===== config.mk =====
export PLATFORM = sky130hd
export DESIGN_NAME = p405s_srm_mask_merge
export DESIGN_NICKNAME = d
export VERILOG_FILES = /design/src/rtl/p405s_srm_pkg.sv /design/src/rtl/p405s_srm_mask_gen.sv /design/src/rtl/p405s_srm_mask_merge.sv
export SDC_FILE = /design/constraint.sdc
export NUM_CORES = 1
export LEC_CHECK = 0
export CAP_MARGIN = 20
export CORE_MARGIN = 2
export CORE_UTILIZATION = 40
export DETAILED_ROUTE_END_ITERATION = 6
export GPL_ROUTABILITY_DRIVEN = 0
export PLACE_DENSITY = 0.7
export SLEW_MARGIN = 20
export SYNTH_ARGS = -nofsm -noshare
export SYNTH_HDL_FRONTEND = slang
export SYNTH_SLANG_ARGS = --single-unit

===== constraint.sdc =====
create_clock -name CB -period 6 [get_ports CB]
set_input_delay 1.2 -clock CB [delete_from_list [all_inputs] [get_ports CB]]
set_output_delay 1.2 -clock CB [all_outputs]
set_load 0.03 [all_outputs]

===== src/rtl/p405s_srm_pkg.sv =====
// Shared definitions for the SRM rotate/shift datapath: widths and op encodings.
package p405s_srm_pkg;

    localparam int unsigned SrmWidth   = 32;
    localparam int unsigned SrmOpWidth = 3;

    localparam logic [SrmOpWidth-1:0] OpRlwnm  = 3'b000;  // rlwinm / rlwnm
    localparam logic [SrmOpWidth-1:0] OpRlwimi = 3'b001;
    localparam logic [SrmOpWidth-1:0] OpSlw    = 3'b010;
    localparam logic [SrmOpWidth-1:0] OpSrw    = 3'b011;
    localparam logic [SrmOpWidth-1:0] OpSraw   = 3'b100;  // sraw / srawi

endpackage


===== src/rtl/p405s_srm_mask_gen.sv =====
// Combinational MB..ME mask with wrap-around. Big-endian numbering: mask bit i
// lives at packed position 31-i, so "i >= b" is all-ones shifted right by b.
module p405s_srm_mask_gen
    import p405s_srm_pkg::*;
(
    input  logic [4:0]          maskBegin,
    input  logic [4:0]          maskEnd,
    output logic [SrmWidth-1:0] mask_c
);

    logic [SrmWidth-1:0] fromBegin;
    logic [SrmWidth-1:0] toEnd;

    // Non-wrapping masks are the overlap of the two ranges; wrapping masks are their union.
    always_comb begin
        fromBegin = {SrmWidth{1'b1}} >> maskBegin;
        toEnd     = {SrmWidth{1'b1}} << (5'd31 - maskEnd);
        mask_c    = (maskBegin <= maskEnd) ? (fromBegin & toEnd) : (fromBegin | toEnd);
    end

endmodule


===== src/rtl/p405s_srm_mask_merge.sv =====
// SRM mask/merge stage: mask generation, insert/sign-fill merge and XER[CA] in
// S1, CR0 compare in S2. Results feed the writeback mux two cycles after capture.
module p405s_srm_mask_merge
    import p405s_srm_pkg::*;
#(
    parameter int unsigned WIDTH  = 32,
    parameter bit          CR0_EN = 1'b1
)
(
    input  logic             CB,
    input  logic             syncReset,
    input  logic             exeValid,
    input  logic             exeHold,
    input  logic             exeFlush,
    input  logic [2:0]       srmOp,
    input  logic [4:0]       srmMb,
    input  logic [4:0]       srmMe,
    input  logic [5:0]       srmShAmt,
    input  logic [WIDTH-1:0] blrIn,
    input  logic [WIDTH-1:0] rsIn,
    input  logic [WIDTH-1:0] raIn,
    input  logic             srmRc,
    input  logic             xerSo,
    output logic             wbValid,
    output logic [WIDTH-1:0] wbResult,
    output logic             wbCa,
    output logic             wbCaUpd,
    output logic [3:0]       wbCr0,
    output logic             wbCr0Upd
);

    if (WIDTH != SrmWidth) begin : gWidthCheck
        $error("p405s_srm_mask_merge: WIDTH must be 32");
    end

    logic             shBig;
    logic [4:0]       shLow;
    logic [4:0]       maskBegin;
    logic [4:0]       maskEnd;
    logic [WIDTH-1:0] mask;
    logic [WIDTH-1:0] sraMask;
    logic [WIDTH-1:0] signFill;
    logic [WIDTH-1:0] nextResult;
    logic             nextCa;
    logic             nextCaUpd;

    logic             s1Valid;
    logic [WIDTH-1:0] s1Result;
    logic             s1Ca;
    logic             s1CaUpd;
    logic             s1Rc;

    assign shBig = srmShAmt[5];
    assign shLow = srmShAmt[4:0];

    // Mask bounds per op; shifts are expressed as masks over the pre-rotated word.
    always_comb begin
        maskBegin = srmMb;
        maskEnd   = srmMe;
        case (srmOp)
            OpSlw: begin
                maskBegin = 5'd0;
                maskEnd   = 5'd31 - shLow;
            end
            OpSrw, OpSraw: begin
                maskBegin = shLow;
                maskEnd   = 5'd31;
            end
            default: ;
        endcase
    end

    p405s_srm_mask_gen uMaskGen (
        .maskBegin (maskBegin),
        .maskEnd   (maskEnd),
        .mask_c    (mask)
    );

    // Merge rotated data with insert or sign-fill data and derive the carry.
    always_comb begin
        nextResult = '0;
        nextCa     = 1'b0;
        nextCaUpd  = 1'b0;
        signFill   = {WIDTH{rsIn[WIDTH-1]}};
        sraMask    = shBig ? '0 : mask;
        case (srmOp)
            OpRlwnm:  nextResult = blrIn & mask;
            OpRlwimi: nextResult = (blrIn & mask) | (raIn & ~mask);
            OpSlw,
            OpSrw:    nextResult = shBig ? '0 : (blrIn & mask);
            OpSraw: begin
                nextResult = (blrIn & sraMask) | (signFill & ~sraMask);
                nextCa     = rsIn[WIDTH-1] & (shBig ? (|rsIn) : (|(blrIn & ~sraMask)));
                nextCaUpd  = 1'b1;
            end
            default: ;
        endcase
    end

    // S1: capture a new op; bubbles clear only the valid bit.
    always_ff @(posedge CB) begin
        if (syncReset) begin
            s1Valid  <= 1'b0;
            s1Result <= '0;
            s1Ca     <= 1'b0;
            s1CaUpd  <= 1'b0;
            s1Rc     <= 1'b0;
        end else if (exeFlush) begin
            s1Valid <= 1'b0;
        end else if (!exeHold) begin
            s1Valid <= exeValid;
            if (exeValid) begin
                s1Result <= nextResult;
                s1Ca     <= nextCa;
                s1CaUpd  <= nextCaUpd;
                s1Rc     <= srmRc;
            end
        end
    end

    // S2: writeback result and carry; strobes are qualified by the incoming valid.
    always_ff @(posedge CB) begin
        if (syncReset) begin
            wbValid  <= 1'b0;
            wbResult <= '0;
            wbCa     <= 1'b0;
            wbCaUpd  <= 1'b0;
        end else if (exeFlush) begin
            wbValid <= 1'b0;
            wbCaUpd <= 1'b0;
        end else if (!exeHold) begin
            wbValid <= s1Valid;
            wbCaUpd <= s1Valid & s1CaUpd;
            if (s1Valid) begin
                wbResult <= s1Result;
                if (s1CaUpd) begin
                    wbCa <= s1Ca;
                end
            end
        end
    end

    if (CR0_EN) begin : gCr0
        logic       cr0Lt;
        logic       cr0Eq;
        logic [3:0] cr0Next;

        // Signed compare of the S1 result against zero; SO taken on the transfer edge.
        always_comb begin
            cr0Lt   = s1Result[WIDTH-1];
            cr0Eq   = (s1Result == '0);
            cr0Next = {cr0Lt, ~cr0Lt & ~cr0Eq, cr0Eq, xerSo};
        end

        // S2: CR0 field, written only by a valid record-form op.
        always_ff @(posedge CB) begin
            if (syncReset) begin
                wbCr0    <= 4'b0000;
                wbCr0Upd <= 1'b0;
            end else if (exeFlush) begin
                wbCr0Upd <= 1'b0;
            end else if (!exeHold) begin
                wbCr0Upd <= s1Valid & s1Rc;
                if (s1Valid && s1Rc) begin
                    wbCr0 <= cr0Next;
                end
            end
        end
    end else begin : gNoCr0
        assign wbCr0    = 4'b0000;
        assign wbCr0Upd = 1'b0;
    end

endmodule


# --- After elaboration in Yosys (flattened, before gate mapping) ---
# Cells that the tools add are included.
op_classes:
  n_addsub: 2
  magnitude_cmp: 1
  eq_ne: 4
  shift: 2
  mux: 9
  bitwise_logic: 19
  n_reduce_logical: 12
ops:
  columns: ["op", "n"]
  rows:
  - ["32-bit AND", 6]
  - ["32-bit one-hot mux with 4 select lines", 1]
  - ["32-bit two-way mux", 3]
  - ["32-bit OR", 3]
  - ["32-bit inverter", 2]
  - ["32-bit OR reduction", 2]
  - ["32-bit logical NOT", 1]
  - ["32-bit by 5-bit left shift with 32-bit output (first input constant)", 1]
  - ["32-bit by 5-bit >> shifter with 32-bit output (first input constant)", 1]
  - ["5-bit one-hot mux with 2 select lines", 2]
  - ["5-bit subtractor (first input constant)", 2]
  - ["3-bit AND reduction", 3]
  - ["3-bit by 2-bit == test with 1-bit output (second input constant)", 2]
  - ["2-bit OR reduction", 3]
  - ["5-bit <= comparator", 1]
  - ["1-bit AND", 4]
  - ["1-bit inverter", 4]
  - ["4-bit AND reduction", 1]
  - ["3-bit by 1-bit == test with 1-bit output (second input constant)", 1]
  - ["3-bit == test (second input constant)", 1]
  - ["3-bit logical NOT", 1]
  - ["1-bit two-way mux", 3]
  - ["1-bit logical AND", 1]
word_totals:
  regBits: 76
  elab_cells: 60

# --- Logic depth before layout (Yosys ltp) ---
logic_depth:
  word_depth: 14
  ltp_mapped: 20

# --- Modules after synthesis ---
# Synthesis repeated with hierarchy kept, for this count alone.
unflattened:
  cells_unflattened: 729
  area_unflattened_um2: 5227.5
by_module_without_submodules:
  columns: ["mod", "instances", "cells_each", "area_each_um2", "seq_area_each_um2"]
  rows:
  - ["p405s_srm_mask_merge", 1, 585, 4264.1, 1521.5]
  - ["p405s_srm_mask_gen", 1, 144, 963.4, 0.0]

# --- Worst setup path before layout ---
# Ideal clock, no wire load.
synth_timing:
  path_kind: "in2reg"
  from: "in srmOp[1]"
  to: "reg s1Result[27]"
  setup_ns: 0.128
  arrival_time_ns: 4.610
  slack_ns: 1.263
  stages: 18
  path_buffers: 5
  cell_sequence: "buf_2 -> clkbuf_1 -> nor2_1 -> mux2i_1 -> nand2_1 -> inv_1 -> clkbuf_1 -> ha_1 -> a21o_1 -> a21oi_1 -> nor3b_2 -> nor4_2 -> buf_2 -> buf_2 -> nand3_1 -> a221o_1 -> a32oi_1 -> nor2_1"
synth_via:
  elab_chain_len: 12
  elab_cells_between_ends: 27
  classes_between: "add/sub: 1; order compare: 1; eq/ne: 4; shift: 2; mux: 6; bitwise: 10; reduce/logical: 3"
synth_rtl:
  columns: ["element", "line_no", "rtl"]
  rows:
  - ["from (decl)", "p405s_srm_mask_merge.sv:15", "input logic [2:0] srmOp,"]
  - ["3-bit == test / 3-bit by 2-bit == test with 1-bit output (equally long branches)", "p405s_srm_mask_merge.sv:60, p405s_srm_mask_merge.sv:86", null]
  - ["2-bit OR reduction", "p405s_srm_mask_merge.sv:60", "case (srmOp)"]
  - ["5-bit one-hot mux with 2 select lines", "p405s_srm_mask_merge.sv:60", null]
  - ["5-bit subtractor", "p405s_srm_mask_gen.sv:17", "toEnd = {SrmWidth{1'b1}} << (5'd31 - maskEnd);"]
  - ["32-bit by 5-bit left shift with 32-bit output", "p405s_srm_mask_gen.sv:17", null]
  - ["32-bit OR / 32-bit AND (equally long branches)", "p405s_srm_mask_gen.sv:18", "mask_c = (maskBegin <= maskEnd) ? (fromBegin & toEnd) : (fromBegin | toEnd);"]
  - ["32-bit two-way mux", "p405s_srm_mask_gen.sv:18", null]
  - ["32-bit two-way mux", "p405s_srm_mask_merge.sv:85", "sraMask = shBig ? '0 : mask;"]
  - ["32-bit inverter", "p405s_srm_mask_merge.sv:92", "nextResult = (blrIn & sraMask) | (signFill & ~sraMask);"]
  - ["32-bit AND", "p405s_srm_mask_merge.sv:92", null]
  - ["32-bit OR", "p405s_srm_mask_merge.sv:92", null]
  - ["32-bit one-hot mux with 4 select lines (*)", "p405s_srm_mask_merge.sv:86", "case (srmOp)"]
  - ["to (signal assigned)", "p405s_srm_mask_merge.sv:113", "s1Result <= nextResult;"]
  - ["to (decl)", "p405s_srm_mask_merge.sv:48", "logic [WIDTH-1:0] s1Result;"]
# Mark *: on every way between the ends. The rest lies on a longest branch, timed or not.
# A chain may end at the register's enable or synchronous reset.

# --- Worst setup path after layout ---
layout_timing:
  from: "in srmOp[0]"
  to: "reg s1Ca"
layout_via:
  elab_chain_len: 14
  elab_cells_between_ends: 20
  classes_between: "add/sub: 1; order compare: 1; eq/ne: 3; shift: 2; mux: 6; bitwise: 5; reduce/logical: 2"
layout_rtl:
  columns: ["element", "line_no", "rtl"]
  rows:
  - ["3-bit == test / 3-bit by 2-bit == test with 1-bit output (equally long branches)", "p405s_srm_mask_merge.sv:60, p405s_srm_mask_merge.sv:86", null]
  - ["2-bit OR reduction", "p405s_srm_mask_merge.sv:60", null]
  - ["5-bit one-hot mux with 2 select lines", "p405s_srm_mask_merge.sv:60", null]
  - ["5-bit subtractor", "p405s_srm_mask_gen.sv:17", null]
  - ["32-bit by 5-bit left shift with 32-bit output", "p405s_srm_mask_gen.sv:17", null]
  - ["32-bit OR / 32-bit AND (equally long branches)", "p405s_srm_mask_gen.sv:18", null]
  - ["32-bit two-way mux", "p405s_srm_mask_gen.sv:18", null]
  - ["32-bit two-way mux", "p405s_srm_mask_merge.sv:85", null]
  - ["32-bit inverter", "p405s_srm_mask_merge.sv:93", "nextCa = rsIn[WIDTH-1] & (shBig ? (|rsIn) : (|(blrIn & ~sraMask)));"]
  - ["32-bit AND", "p405s_srm_mask_merge.sv:93", null]
  - ["32-bit OR reduction", "p405s_srm_mask_merge.sv:93", null]
  - ["1-bit two-way mux", "p405s_srm_mask_merge.sv:93", null]
  - ["1-bit AND", "p405s_srm_mask_merge.sv:93", null]
  - ["1-bit two-way mux (*)", "p405s_srm_mask_merge.sv:86", null]
  - ["to (signal assigned)", "p405s_srm_mask_merge.sv:114", "s1Ca <= nextCa;"]
  - ["to (decl)", "p405s_srm_mask_merge.sv:49", "logic s1Ca;"]
# Marks and branches as above.

==> load_flow_metrics.sql <==
INSERT INTO impl_metrics (metric_group, metric, value, unit) VALUES
('run_status', 'run_status', 'finished, violations left', ''),
('run_status', 'violated_checks', 'design-rule violations', ''),
('synth', 'postSynthAreaPerCell', '7.28', 'µm²'),
('synth', 'ys.flop_type', 'dfxtp_1', ''),
('synth', 'seq_area_frac_synth', '0.295', ''),
('synth', 'yosysUniqueCellTypes', '64', ''),
('setup_path', 'crit_chain', 'clkdlybuf4s50_1, nor2b_4, or3_1, and2_1, inv_2, ha_1, nand3_1, a2111oi_4, or4_1, buf_4, nor4_1, a2111o_1, or4_1, o31ai_1, a21oi_1', ''),
('finish', 'fillCellCount', '1245', ''),
('sta', 'setup_viol_count_final', '0', ''),
('setup_path', 'r2r-end', 'wbCr0[2]', ''),
('synth', 'synth-edff-count', '0', ''),
('placed_design', 'numPlacedInstances', '969', ''),
('cts', 'htreeDepth', '3', ''),
('cts', 'cts_resized', '0', ''),
('floorplan', 'rows', '41', ''),
('cts', 'tritoncts', 'yes', ''),
('global_routing', 'antenna_found_initial', '0', ''),
('synth', 'post_synth_and_or_nand_nor_area_fraction', '0.228', ''),
('routing', 'aggregate_routed_wire_length', '19.3', 'mm'),
('routing', 'remaining_drc_errors', '1', ''),
('pwr', 'worst_ir_drop_vdd', '0.159', 'mV'),
('synth', 'synthDominantAreaCellType', 'dfxtp_1', ''),
('floorplan', 'ios', '162', ''),
('setup_path', 'worst_path_slowest_cell', 'clkdlybuf4s50_1', ''),
('setup_path', 'critical_path.most_common_cell', 'or4_1', ''),
('setup_path', 'setup.worst_path.end_class', 'flip-flop', ''),
('routing', 'wl_per_cell', '19.6', 'µm'),
('synth', 'synth_compound_gate_area_share', '0.341', ''),
('placed_design', 'placement.setup.worst_slack', '0.230', 'ns'),
('worst_hold_path', 'min_delay_worst_type', 'flip-flop to flip-flop', ''),
('cts', 'clk_pin_slew_worst_paths', '0.06', 'ns'),
('synth', 'synthesis.instances', '708', ''),
('synth', 'yosysTopAreaCellShare', '0.295', ''),
('global_routing', 'global_route.overflow_total', '0', ''),
('routing', 'drt_first_iter_violations', '865', ''),
('pwr', 'netSwitchingFraction', '0.333', ''),
('cts', 'clkLatencyLatePin', '0.33', 'ns'),
('synth', 'combinational_family_with_the_most_area_after_synthesis', 'compound AO/OA/AOI/OAI gates', ''),
('pwr', 'combinational_cell_fraction_of_total_power', '0.336', ''),
('setup_path', 'r2r_start', 's1Valid', ''),
('cts', 'cts.root.buffer_cell', 'clkbuf_16', ''),
('setup_path', 'r2r_cells', '5', ''),
('synth', 'syn-num-nets', '834', ''),
('cts', 'cts_post_setup_buffers_inserted', '0', ''),
('finish', 'insertedDiodeCount', '0', ''),
('synth', 'post-synth-top-count-cell', 'nand2_1', ''),
('finish', 'fin_nets', '934', ''),
('sta', 'timing.final.crit_period', '5.54', 'ns'),
('pwr', 'clock_power_share', '0.341', ''),
('sta', 'worst_pin_slew', '1.12', 'ns'),
('synth', 'largest_cells_by_area_after_synthesis', 'dfxtp_1, a21oi_1, nand2_1', ''),
('sta', 'slew_headroom', '0.254', ''),
('synth', 'postSynthRegisterBits', '76', ''),
('finish', 'finish.cell_count_without_fillers', '985', ''),
('pwr', 'pwr_density_cell', '234', 'mW/mm²'),
('cts', 'cts_buffers', '9', ''),
('setup_path', 'slowest_delay', '0.58', 'ns'),
('pwr', 'power_report.internal_total', '0.00107', 'W'),
('setup_path', 'timing.setup.critical_path_class', 'input port to flip-flop', ''),
('floorplan', 'core_outline_area', '0.0126', 'mm²'),
('global_routing', 'gr_util_all_layers', '0.272', ''),
('synth', 'synth_fa_ha_area_frac', '0.0452', ''),
('worst_hold_path', 'worstHoldStart', 'wbResult[21]', ''),
('placed_design', 'place.detailed.hpwl', '14.0', 'mm'),
('routing', 'detail_routed_via_count_per_cell', '6.24', ''),
('sta', 'accumulated_negative_setup_slack', '0', 'ns'),
('sta', 'timing.final.max_slew_violations', '0', ''),
('sta', 'timing.final.crit_share', '0.923', ''),
('pwr', 'power.switching', '0.000537', 'W'),
('setup_path', 'cp.required', '6.18', 'ns'),
('synth', 'post_synth_mux_area_share', '0.0284', '');
worst max path at each step:
| stage | endpoint | from | cells after the start |
|---|---|---|---|
| detailed placement | s1Ca | srmOp[0] | 15 |
| global route | s1Ca | srmOp[0] | 15 |
| floorplan | s1Result[27] | srmOp[1] | 18 |
| global placement | s1Ca | srmOp[0] | 15 |
| CTS | s1Ca | srmOp[0] | 15 |
| finish | s1Ca | srmOp[0] | 15 |
power by group through the flow:
stage	clock network (W)	logic [W]	registers, W
2_1_floorplan	0	0.000342	0.000529
3_3_place_gp	0	0.000507	0.000531
3_5_place_dp	0	0.000514	0.000531
4_1_cts	0.000556	0.000517	0.000520
5_1_grt	0.000580	0.000576	0.000521
6_report	0.000549	0.000540	0.000520
cells in the final DEF (no fill, tap or decap), drive strengths merged, types with 3 or more instances in the layout:
master,instances
clkdlybuf4s50,129
nand2,118
a21oi,105
dfxtp,76
nor2,75
o21ai,31
a32oi,24
buf,21
a211o,20
maj3,18
a22oi,14
inv,14
mux2i,12
nand3,12
nor4,12
clkbuf,10
nor2b,10
a31oi,9
a221o,8
nor3,8
nand4,6
a221oi,6
o211ai,6
a211oi,5
and2,5
nor3b,5
or3,4
o21a,4
ha,4
o22ai,4
o31ai,4
clkinvlp,3
through the flow:
stage	utilization	power (W)
floorplan	-	0.000871
global placement	0.520	0.00104
detailed placement	0.520	0.00105
CTS	0.544	0.00159
global route	0.545	0.00168
finish	0.545	0.00161
worst register-to-register path: stages (launching register included):
cell and delay (ns):
dfxtp_1 0.32, nor2b_1 0.34, nor2b_2 0.24, buf_4 0.34, and3_1 0.23, nor4_1 0.06
layer usage:
layer,routed length [µm],GRT usage,vias up
met5,0,0,-
met4,956,0.122,0
met3,1930,0.0640,95
met2,8470,0.425,412
met1,7910,0.358,2814
li1,-,-,2823
layout make-up:
type | count | area, µm² | area share
sequential | 76 | 1520 | 0.221
clock buffer | 10 | 239 | 0.0348
clock inverter | 6 | 70.1 | 0.0102
tap | 172 | 215 | 0.0313
inverter | 12 | 45.0 | 0.00655
timing repair buffer | 150 | 1450 | 0.210
multi-input combinational | 559 | 3340 | 0.486
cells by family after synthesis:
logic type / Yosys count
and+or+nand+nor: 262
AOI/OAI and AO/OA: 261
DFF: 76
buffers and inverters: 73
adders and majority gates: 22
muxes: 14
registers in the layout, summed over array words and instances (netlist names):
name      count
s1Ca          1
s1CaUpd       1
s1Rc          1
s1Result     32
s1Valid       1
wbCa          1
wbCaUpd       1
wbCr0         4
wbCr0Upd      1
wbResult     32
wbValid       1
Power figures use the tool's default switching activity.
